### src/rtl/if_stage.sv
// Instruction-fetch stage: PC register, BOOT/RUN control FSM and the IF/ID pipeline register.
// Optional macro IF_MISALIGN_CHECK_EN aligns redirect targets and flags the first fetch from them.
module if_stage #(
  parameter logic [31:0] RESET_PC  = 32'h0000_0000,
  parameter logic [31:0] NOP_INSTR = 32'h0000_0000
) (
  input  logic        clk,
  input  logic        rst,
  input  logic        stall,
  input  logic        flush,
  input  logic        redirect,
  input  logic [31:0] redirect_pc,
  output logic [31:0] pc,
  input  logic [31:0] pc_plus4,
  input  logic [31:0] imem_rdata,
  output logic [31:0] ifid_pc,
  output logic [31:0] ifid_pc_plus4,
  output logic [31:0] ifid_instr,
`ifdef IF_MISALIGN_CHECK_EN
  output logic        ifid_misalign,
`endif
  output logic        ifid_valid
);

  typedef enum logic {
    BOOT = 1'b0,
    RUN  = 1'b1
  } state_t;

  state_t      state_reg, state_next;
  logic [31:0] pc_reg, pc_next;
  logic [31:0] ifid_pc_reg, ifid_pc_next;
  logic [31:0] ifid_pc_plus4_reg, ifid_pc_plus4_next;
  logic [31:0] ifid_instr_reg, ifid_instr_next;
  logic        ifid_valid_reg, ifid_valid_next;
  logic [31:0] target;

`ifdef IF_MISALIGN_CHECK_EN
  // pc_mis_reg tags the current PC as having come from a misaligned target.
  logic pc_mis_reg, pc_mis_next;
  logic ifid_mis_reg, ifid_mis_next;
  logic target_mis;

  assign target     = {redirect_pc[31:2], 2'b00};
  assign target_mis = |redirect_pc[1:0];
`else
  assign target = redirect_pc;
`endif

  always_ff @(posedge clk) begin
    if (rst) begin
      state_reg         <= BOOT;
      pc_reg            <= RESET_PC;
      ifid_pc_reg       <= 32'h0;
      ifid_pc_plus4_reg <= 32'h0;
      ifid_instr_reg    <= NOP_INSTR;
      ifid_valid_reg    <= 1'b0;
`ifdef IF_MISALIGN_CHECK_EN
      pc_mis_reg        <= 1'b0;
      ifid_mis_reg      <= 1'b0;
`endif
    end else begin
      state_reg         <= state_next;
      pc_reg            <= pc_next;
      ifid_pc_reg       <= ifid_pc_next;
      ifid_pc_plus4_reg <= ifid_pc_plus4_next;
      ifid_instr_reg    <= ifid_instr_next;
      ifid_valid_reg    <= ifid_valid_next;
`ifdef IF_MISALIGN_CHECK_EN
      pc_mis_reg        <= pc_mis_next;
      ifid_mis_reg      <= ifid_mis_next;
`endif
    end
  end

  always_comb begin
    state_next         = state_reg;
    pc_next            = pc_reg;
    ifid_pc_next       = ifid_pc_reg;
    ifid_pc_plus4_next = ifid_pc_plus4_reg;
    ifid_instr_next    = ifid_instr_reg;
    ifid_valid_next    = ifid_valid_reg;
`ifdef IF_MISALIGN_CHECK_EN
    pc_mis_next        = pc_mis_reg;
    ifid_mis_next      = ifid_mis_reg;
`endif

    case (state_reg)
      BOOT: begin
        state_next         = RUN;
        ifid_pc_next       = 32'h0;
        ifid_pc_plus4_next = 32'h0;
        ifid_instr_next    = NOP_INSTR;
        ifid_valid_next    = 1'b0;
`ifdef IF_MISALIGN_CHECK_EN
        ifid_mis_next      = 1'b0;
`endif
        if (redirect) begin
          pc_next = target;
`ifdef IF_MISALIGN_CHECK_EN
          pc_mis_next = target_mis;
`endif
        end
      end

      default: begin
        // IF/ID: bubble on redirect/flush, hold on stall, otherwise capture.
        if (redirect || flush) begin
          ifid_pc_next       = 32'h0;
          ifid_pc_plus4_next = 32'h0;
          ifid_instr_next    = NOP_INSTR;
          ifid_valid_next    = 1'b0;
`ifdef IF_MISALIGN_CHECK_EN
          ifid_mis_next      = 1'b0;
`endif
        end else if (!stall) begin
          ifid_pc_next       = pc_reg;
          ifid_pc_plus4_next = pc_plus4;
          ifid_instr_next    = imem_rdata;
          ifid_valid_next    = 1'b1;
`ifdef IF_MISALIGN_CHECK_EN
          ifid_mis_next      = pc_mis_reg;
`endif
        end

        if (redirect) begin
          pc_next = target;
`ifdef IF_MISALIGN_CHECK_EN
          pc_mis_next = target_mis;
`endif
        end else if (!stall) begin
          pc_next = pc_plus4;
`ifdef IF_MISALIGN_CHECK_EN
          pc_mis_next = 1'b0;
`endif
        end
      end
    endcase
  end

  assign pc            = pc_reg;
  assign ifid_pc       = ifid_pc_reg;
  assign ifid_pc_plus4 = ifid_pc_plus4_reg;
  assign ifid_instr    = ifid_instr_reg;
  assign ifid_valid    = ifid_valid_reg;
`ifdef IF_MISALIGN_CHECK_EN
  assign ifid_misalign = ifid_mis_reg;
`endif

endmodule

### config.mk
export PLATFORM = sky130hd
export DESIGN_NAME = if_stage
export DESIGN_NICKNAME = d
export VERILOG_FILES = /design/src/rtl/if_stage.sv
export SDC_FILE = /design/constraint.sdc
export NUM_CORES = 1
export LEC_CHECK = 0
export CORE_UTILIZATION = 44
export DETAILED_ROUTE_END_ITERATION = 10
export PLACE_DENSITY = 0.85
export SYNTH_ARGS = -nofsm -noshare
export SYNTH_HDL_FRONTEND = slang
export SYNTH_SLANG_ARGS = --single-unit
### constraint.sdc
create_clock -name clk -period 2.5 [get_ports clk]
set_input_delay 0.5 -clock clk [delete_from_list [all_inputs] [get_ports clk]]
set_output_delay 0.5 -clock clk [all_outputs]
set_load 0.005 [all_outputs]
==> qor.yml <==
syn_avg_cell_area_sq_um: 9.84
ys_warn_count: 0
fin_crit_sh_pct: 77.5
final_nets: 814
hold_viol: 0
crit_buf_inv: 1
multi_input_area_sq_um: 1980
cts_sinks: 130
timing.rr.end: "ifid_instr[28]$_SDFFE_PP0N_"
antenna_cells: 0
status: "finished clean"
reg2regPathDepth: 3
clk_pin_slew_ns: 0.06
gr-total-overflow: 0
grt_pass1_wl_um: 22400
r2r_slack_ns: 0.99
final_common_cell: "clkdlybuf4s50_1"
clk_path_buf_depth: 2
synthCells: 499
cap_violations: 0
peakVddDrop_v: 0.000333
gr-usage-all-layers_pct: 25.4
gp_congestion: 0.786
rsz0062_at_grt: "no"
wl_per_cell_um: 16.7
antenna_found_initial: 0
tightestPinTransition_ns: 0.607
cts_setup_buffers: 0
routed_wl_um: 14500
crit_path_start_kind: "flop"
drt.antenna.violating_nets: 0
critPathKind: "flop to output port"
synth.distinct_cells: 16
synthToLayoutAreaGrowth_pct: 58.6
min_from: "stall"
cts_root_buf: "clkbuf_8"
firstDrtPassIters: 8
dp_slack_ns: 0.429
cts_max_level: 4
portBuffers: 229
first_global_vias: 4499
min_path_type: "input port to flop"
grt_start_max_net_pins: 97
p_leak_uw: 0.00310
viasPerCell: 5.17
place_inst: 834
cpMaxStageDelayCell: "clkdlybuf4s50_1"
die_h_um: 108
clk_latency_ns: 0.52
critical_path_arrival_ns: 1.44
syn-num-nets: 600
drive_gt1_share_pct: 7.17
cts_tree: "done"
maxSlewViolCount: 0
cts_inserted_buffers: 17
dpl.hpwl_um: 9930
endpoint_kind: "output port"
fp-row-count: 38
clock.fmax_mhz: 516
final_cell_mix: "clkdlybuf4s50_1, dfxtp_1, mux2i_1"
rr_startpoint: "state_reg$_DFF_P_"
die_w_um: 108
slowest_delay_ns: 0.54
drtIter0Drc: 214
hold_end: "ifid_valid$_SDFFE_PP0N_"
fin_tns_setup_ns: 0
fp.dieArea_sq_um: 11600
drcViolationCount: 0
final_cells: 865
cpLargestDelayFamily: "buffers and inverters"
seq_area_sq_um: 2600
use_met1_pct: 28.2
num_io_pins: 230
crit_required_ns: 2.00
cts_resized: 0
slew_headroom_pct: 59.5
synth-seq-area-share_pct: 53.0
cp_cell_sequence: "clkdlybuf4s50_1"
core_sq_um: 10800
fillers: 822
setup_violations: 0
period_needed_ns: 1.94
vias: 4476
synth-seq-cells: 130
hold_depth: 2
cellPowerDensity_nw_per_um2: 627
use_met3_pct: 9.20
busiest_layer: "met2"
met2_usage_pct: 42.8
netlist_area_sq_um: 4910
ctsHoldBuffers: 0
crit_fanout: 3
fin_ws_ns: 0.562
start_util_pct: 45.3
finClkSkew_ns: 0.00788
==> per-stage QoR <==
step	utilization, %	hold slack [ns]	area, sq um	power, uW
floorplan	-	0.441	4910	2440
detailed placement	67.1	0.438	7280	2780
global route	71.8	0.412	7790	5060
finish	71.8	0.413	7790	4880
global placement	67.1	0.433	7280	2770
CTS	71.8	0.402	7790	4920
==> cells in the mapped netlist <==
| cell type | number | share of area [%] |
|---|---|---|
| a21oi_1 | 1 | 0.10 |
| clkbuf_2 | 1 | 0.10 |
| buf_6 | 4 | 0.92 |
| buf_1 | 6 | 0.46 |
| nor2b_1 | 1 | 0.13 |
| dfxtp_1 | 130 | 53 |
| or4b_1 | 1 | 0.20 |
| nor3_1 | 64 | 6.5 |
| buf_2 | 11 | 1.1 |
| nor2_2 | 10 | 1.3 |
| nand2b_1 | 1 | 0.13 |
| mux2i_1 | 96 | 20 |
| clkbuf_1 | 21 | 1.6 |
| nor2_1 | 86 | 6.6 |
| inv_1 | 34 | 2.6 |
| a2111oi_0 | 32 | 5.7 |
==> metal layers <==
layer / up-vias / wire, um
li1: 2147 / -
met1: 2093 / 5920
met2: 202 / 6750
met3: 34 / 1350
met4: 0 / 442
met5: - / 0
==> layout make-up <==
cell class | instances | share of cell area (%)
inverters | 34 | 1.64
flip-flops and latches | 130 | 33.4
well taps | 140 | 2.25
clock buffers | 21 | 5.77
clock inverters | 10 | 0.803
repair buffers | 238 | 30.7
multi-input cells | 292 | 25.4
==> where the power goes <==
group | internal [uW] | leakage [uW] | switching (uW) | total, uW
clock | 1250 | 0.000253 | 886 | 2140
combinational | 339 | 0.00179 | 229 | 567
sequential | 2130 | 0.00106 | 41.8 | 2170
==> worst max-delay path by stage <==
stage | cells after the start | from | slack [ns] | endpoint
2_1_floorplan | 6 | redirect | 0.80 | ifid_pc[1]$_SDFFE_PP0N_
3_3_place_gp | 4 | rst | 0.47 | ifid_valid$_SDFFE_PP0N_
3_5_place_dp | 4 | rst | 0.43 | ifid_pc_plus4[13]$_SDFFE_PP0N_
4_1_cts | 1 | pc[10]$_SDFFE_PP0P_ | 0.51 | pc[10]
5_1_grt | 1 | pc[10]$_SDFFE_PP0P_ | 0.48 | pc[10]
6_report | 1 | pc[10]$_SDFFE_PP0P_ | 0.56 | pc[10]
==> kinds of logic (layout without fill, tap and decap cells) <==
family / Yosys count / count (layout) / share of synthesized area, %
compound gates: 33 / 33 / 5.81
buf+inv: 77 / 303 / 6.80
flops: 130 / 130 / 53.0
mux: 96 / 96 / 19.6
simple gates: 163 / 163 / 14.8
(Power assumes the default switching activity.)
